<file path="config.mk">
export PLATFORM = sky130hd
export DESIGN_NAME = grant_bus_ctrl
export DESIGN_NICKNAME = d
export VERILOG_FILES = /design/src/rtl/grant_bus_pkg.sv /design/src/rtl/beat_counter.sv /design/src/rtl/grant_bus_ctrl.sv
export SDC_FILE = /design/constraint.sdc
export NUM_CORES = 1
export LEC_CHECK = 0
export BUFFER_PORTS_ARGS = -buffer_cell sky130_fd_sc_hd__buf_4
export CORE_MARGIN = 2
export CORE_UTILIZATION = 40
export CTS_CLUSTER_DIAMETER = 200
export DETAILED_ROUTE_END_ITERATION = 7
export GPL_TIMING_DRIVEN = 0
export HOLD_SLACK_MARGIN = 0.02
export PLACE_DENSITY_LB_ADDON = 0.25
export SYNTH_ARGS = -nofsm -noshare
export SYNTH_HDL_FRONTEND = slang
export SYNTH_HIERARCHICAL = 1
export SYNTH_SLANG_ARGS = --single-unit
</file>
<file path="constraint.sdc">
create_clock -name clk -period 1.5 [get_ports clk]
set_clock_uncertainty 0.15 [all_clocks]
set_input_delay 0.075 -clock clk [delete_from_list [all_inputs] [get_ports clk]]
set_output_delay 0.075 -clock clk [all_outputs]
set_load 0.01 [all_outputs]
</file>
<file path="src/rtl/grant_bus_pkg.sv">
// Shared types and defaults for the grant-driven burst forwarder.
package grant_bus_pkg;

  localparam int DATA_W_DEF    = 8;
  localparam int BURST_LEN_DEF = 4;

  localparam logic OWNER_0 = 1'b0;
  localparam logic OWNER_1 = 1'b1;

  typedef enum logic [1:0] {
    IDLE    = 2'd0,
    XFER    = 2'd1,
    RELEASE = 2'd2
  } state_e;

endpackage

</file>
<file path="src/rtl/beat_counter.sv">
// Counts forwarded beats of one burst; flags the final beat position.
module beat_counter #(
  parameter int BURST_LEN = 4
) (
  input  logic clk,
  input  logic rst,
  input  logic clear,
  input  logic increment,
  output logic last
);

  localparam int CNT_W = $clog2(BURST_LEN + 1);
  localparam logic [CNT_W-1:0] LAST_VAL = CNT_W'(BURST_LEN - 1);

  logic [CNT_W-1:0] cnt_q;

  // Cleared on every lock, so the count never needs to wrap.
  always_ff @(posedge clk or negedge rst) begin
    if (!rst) begin
      cnt_q <= '0;
    end else if (clear) begin
      cnt_q <= '0;
    end else if (increment) begin
      cnt_q <= cnt_q + CNT_W'(1);
    end
  end

  assign last = (cnt_q == LAST_VAL);

endmodule

</file>
<file path="src/rtl/grant_bus_ctrl.sv">
// Locks the granted requester and forwards its fixed-length burst onto one bus.
// GRANT_BUS_CTRL_PARITY_EN adds a registered even-parity output bus_par.
module grant_bus_ctrl
  import grant_bus_pkg::*;
#(
  parameter int DATA_W    = DATA_W_DEF,
  parameter int BURST_LEN = BURST_LEN_DEF
) (
  input  logic              clk,
  input  logic              rst,
  input  logic              gnt_0,
  input  logic              gnt_1,
  input  logic              valid_0,
  input  logic [DATA_W-1:0] data_0,
  input  logic              valid_1,
  input  logic [DATA_W-1:0] data_1,
  output logic              bus_valid,
  output logic [DATA_W-1:0] bus_data,
  output logic              bus_owner,
  output logic              busy,
  output logic              done_0,
  output logic              done_1,
`ifdef GRANT_BUS_CTRL_PARITY_EN
  output logic              bus_par,
`endif
  output logic              abort
);

  state_e            state_q;
  logic              bus_valid_q;
  logic [DATA_W-1:0] bus_data_q;
  logic              bus_owner_q;
  logic              busy_q;
  logic              done_0_q;
  logic              done_1_q;
  logic              abort_q;

  logic              own_gnt;
  logic              own_valid;
  logic [DATA_W-1:0] own_data;
  logic              cnt_clear;
  logic              cnt_inc;
  logic              cnt_last;

  always_comb begin
    own_gnt   = (bus_owner_q == OWNER_1) ? gnt_1   : gnt_0;
    own_valid = (bus_owner_q == OWNER_1) ? valid_1 : valid_0;
    own_data  = (bus_owner_q == OWNER_1) ? data_1  : data_0;
    cnt_clear = (state_q == IDLE) && (gnt_0 || gnt_1);
    cnt_inc   = (state_q == XFER) && own_gnt && own_valid;
  end

  beat_counter #(.BURST_LEN(BURST_LEN)) u_beat_counter (
    .clk       (clk),
    .rst       (rst),
    .clear     (cnt_clear),
    .increment (cnt_inc),
    .last      (cnt_last)
  );

`ifdef GRANT_BUS_CTRL_PARITY_EN
  logic bus_par_q;
`endif

  always_ff @(posedge clk or negedge rst) begin
    if (!rst) begin
      state_q     <= IDLE;
      bus_valid_q <= 1'b0;
      bus_data_q  <= '0;
      bus_owner_q <= OWNER_0;
      busy_q      <= 1'b0;
      done_0_q    <= 1'b0;
      done_1_q    <= 1'b0;
      abort_q     <= 1'b0;
`ifdef GRANT_BUS_CTRL_PARITY_EN
      bus_par_q   <= 1'b0;
`endif
    end else begin
      bus_valid_q <= 1'b0;
      done_0_q    <= 1'b0;
      done_1_q    <= 1'b0;
      abort_q     <= 1'b0;
      unique case (state_q)
        IDLE: begin
          // gnt_0 wins if both are asserted.
          if (gnt_0) begin
            bus_owner_q <= OWNER_0;
            busy_q      <= 1'b1;
            state_q     <= XFER;
          end else if (gnt_1) begin
            bus_owner_q <= OWNER_1;
            busy_q      <= 1'b1;
            state_q     <= XFER;
          end
        end
        XFER: begin
          if (!own_gnt) begin
            abort_q <= 1'b1;
            busy_q  <= 1'b0;
            state_q <= IDLE;
          end else if (own_valid) begin
            bus_valid_q <= 1'b1;
            bus_data_q  <= own_data;
`ifdef GRANT_BUS_CTRL_PARITY_EN
            bus_par_q   <= ^own_data;
`endif
            if (cnt_last) begin
              done_0_q <= (bus_owner_q == OWNER_0);
              done_1_q <= (bus_owner_q == OWNER_1);
              state_q  <= RELEASE;
            end
          end
        end
        RELEASE: begin
          if (!own_gnt) begin
            busy_q  <= 1'b0;
            state_q <= IDLE;
          end
        end
        default: begin
          busy_q  <= 1'b0;
          state_q <= IDLE;
        end
      endcase
    end
  end

  assign bus_valid = bus_valid_q;
  assign bus_data  = bus_data_q;
  assign bus_owner = bus_owner_q;
  assign busy      = busy_q;
  assign done_0    = done_0_q;
  assign done_1    = done_1_q;
  assign abort     = abort_q;
`ifdef GRANT_BUS_CTRL_PARITY_EN
  assign bus_par   = bus_par_q;
`endif

endmodule

</file>
==> results.py <==
metrics = {
    "global_route": {
        "grt_overflow": 0,
        "grt_usage_pct": 19.6,
        "grt_first_pass_wirelength_um": 3950,
        "top_usage_layer": "met2",
        "grt_use_met3_pct": 3.33,
        "antenna_found_initial": 0,
        "grt_start_max_net_pins": 20,
        "met2_usage_pct": 33.1,
        "use_met1_pct": 24.1,
        "grt_pass1_vias": 887,
    },
    "clock_tree": {
        "tritoncts": "yes",
        "clock_latency_ns": 0.30,
        "cts-root-buf": "clkbuf_4",
        "cts_sinks": 19,
        "clkTransAtPathRegs_ns": 0.11,
        "cts-buffers-inserted": 3,
        "clk_path_buf_depth": 2,
        "htree_levels": 1,
    },
    "job": {
        "drv_cap": 0,
    },
    "timing": {
        "finalSetupViolations": 11,
        "rsz0062_at_grt": "yes",
        "slew-limit-headroom_pct": 70.5,
        "slew_violations": 0,
        "fmax_mhz": 618,
        "min_period_ns": 1.62,
        "finalWorstSetupSlack_ns": -0.118,
        "period_share_pct": 108,
        "hold_viol": 0,
        "worst_slew_pin_slew_ns": 0.441,
        "hold_slack_ns": 0.0148,
    },
    "final_layout": {
        "stdcell_count": 179,
        "drive_gt1_share_pct": 61.1,
        "design_area_sq_um": 1770,
        "finish.utilization_pct": 73.3,
        "num-nets-final": 177,
        "mostFrequentLayoutCells": "42 x buf_4, 22 x dlygate4sd3_1, 17 x dfrtp_1",
        "final_common_cell": "buf_4",
        "syn_to_final_growth_pct": 77.0,
        "diodes": 0,
    },
    "logic_synthesis": {
        "synth_top_area_share_pct": 47.7,
        "yosysTopAreaCell": "dfrtp_1",
        "avgSynthCellArea_sq_um": 12.8,
        "synth-seq-area-share_pct": 47.7,
        "ys_types": 24,
        "syn_inst": 78,
        "synth_area_sq_um": 997,
        "ys_ff_latch": 19,
        "syn_nets": 105,
        "yosys-top-cells-area": "dfrtp_1 48%, mux2_2 19%, ha_1 6.3%",
        "yosysWarnings": 6,
    },
    "die": {
        "die_w_um": 53.9,
        "core.rowCount": 18,
        "dieHeight_um": 53.9,
        "start_util_pct": 41.4,
        "core-area_sq_um": 2410,
        "io_pins": 36,
        "dieArea_sq_um": 2910,
    },
    "place": {
        "io_buffers": 35,
        "place.gp.congestion": 0.726,
        "placed_area_sq_um": 1320,
        "place_hpwl_um": 1510,
        "dp_cells": 143,
    },
    "critical_path": {
        "crit_arrival_ns": 1.67,
        "setup.worst_path.end_class": "register",
        "path_max_fanout": 6,
        "crit_chain": "inv_2 -> ha_4 -> a21boi_4 -> buf_6 -> mux2_4",
        "max_stage_delay_ns": 0.43,
        "critPathKind": "reg2reg",
        "path_depth": 5,
        "cp_slowest_cell": "dfrtp_1",
        "critical_path_buf_inv_count": 2,
        "crit_family": "flip-flops",
        "worst_ep_required_time_ns": 1.55,
        "cp-start-kind": "register",
        "rr_worst_depth": 5,
    },
    "routing": {
        "wl_um": 2740,
        "drt_iter0_markers": 7,
        "ant_nets": 0,
        "vias": 888,
        "avgRoutedWirePerCell_um": 15.3,
        "via_per_inst": 4.96,
        "drt-pass1-iter-count": 3,
        "drc_errors": 0,
    },
    "run_status": {
        "outcome": "finished, violations left",
        "violations": "negative setup slack",
    },
    "power": {
        "leakage_nw": 0.811,
        "vdd_drop_max_mv": 1.21,
        "p_per_area_nw_per_um2": 1560,
    },
    "worst_hold_path": {
        "hp-class": "in2async",
    },
}
==> power breakdown <==
part | switching, mW | leakage, nW | internal [mW]
logic | 0.617 | 0.556 | 1.01
registers | 0.152 | 0.237 | 0.718
clock network | 0.165 | 0.0177 | 0.0994
==> path summary, 6_finish.rpt <==
check | start | slack [ns] | endpoint
max in group asynchronous | rst | 0.97 | bus_owner
hold / removal | rst | 0.01 | done_1
setup reg to reg | state_q[1] | -0.12 | bus_data[1]
hold reg to reg | busy | 0.37 | busy
min in group clk | gnt_1 | 0.07 | u_beat_counter/cnt_q[2]
setup / recovery | state_q[1] | -0.12 | bus_data[1]
==> cell usage after synthesis, drive strengths merged <==
| library cell | n |
|---|---|
| a211oi | 1 |
| a21boi | 2 |
| a21oi | 5 |
| a311o | 1 |
| and2 | 1 |
| buf | 1 |
| dfrtp | 19 |
| ha | 5 |
| inv | 4 |
| mux2 | 17 |
| mux2i | 3 |
| nand2 | 1 |
| nand2b | 1 |
| nand3 | 1 |
| nand3b | 1 |
| nor2 | 7 |
| nor2b | 1 |
| nor3 | 1 |
| nor4 | 1 |
| o2111ai | 1 |
| o21ba | 1 |
| o221a | 2 |
| xnor2 | 1 |
==> sequential cells by signal (all words and copies together), names as in the netlist <==
register and flops:
u_beat_counter/cnt_q 3, abort 1, state_q 2, bus_owner 1, done_1 1, busy 1, bus_data 8, bus_valid 1
done_0 1
==> worst register-to-register path, cell delays in order, from the launching register on <==
cell and delay [ns]:
dfrtp_1 0.43, inv_2 0.09, ha_4 0.16, a21boi_4 0.21
buf_6 0.17, mux2_4 0.31
==> metal layers <==
metal  share of wire (%)  vias to the layer above
met5                   0                        -
met4                 1.9                        0
met3                 3.5                        6
met2                  52                       29
met1                  43                      427
li1                    -                      426
==> area by class of cell <==
cell class | instances | area, sq um
plain buffers | 1 | 15.0
clock buffers | 3 | 22.5
clock inverters | 1 | 5.00
fillers | 149 | 644
inverters | 4 | 15.0
multi-input cells | 54 | 623
flip-flops and latches | 19 | 478
well taps | 30 | 37.5
repair buffers | 67 | 569
==> cells by family after synthesis <==
logic type	after synthesis	synth area share, %
buffers and inverters	5	2.63
AND/OR/NAND/NOR	15	9.16
flip-flops	19	47.7
XOR/XNOR	1	0.878
AO/OA/AOI/OAI	13	11.2
multiplexers	20	22.2
adder cells (fa/ha/maj)	5	6.27
==> per-stage QoR <==
stage | setup TNS, ns | setup slack (ns) | total power, mW
3_3_place_gp | -1.25 | -0.137 | 1.97
6_report | -1.04 | -0.118 | 2.76
4_1_cts | -0.721 | -0.0897 | 2.58
5_1_grt | -1.59 | -0.163 | 2.94
2_1_floorplan | -0.165 | -0.0193 | 1.59
3_5_place_dp | -1.77 | -0.185 | 2.02
==> timing repair <==
| item | CTS | global route |
|---|---|---|
| resized for setup | 17 | 9 |
| setup endpoints to repair | 13 | 14 |
| pin swaps | 2 | 3 |
| gates cloned | 0 | 0 |
| setup buffers | 6 | 5 |
| hold buffers | 22 | 0 |
| endpoints found under the hold margin | 30 | 0 |
Power figures use the tool's default switching activity.
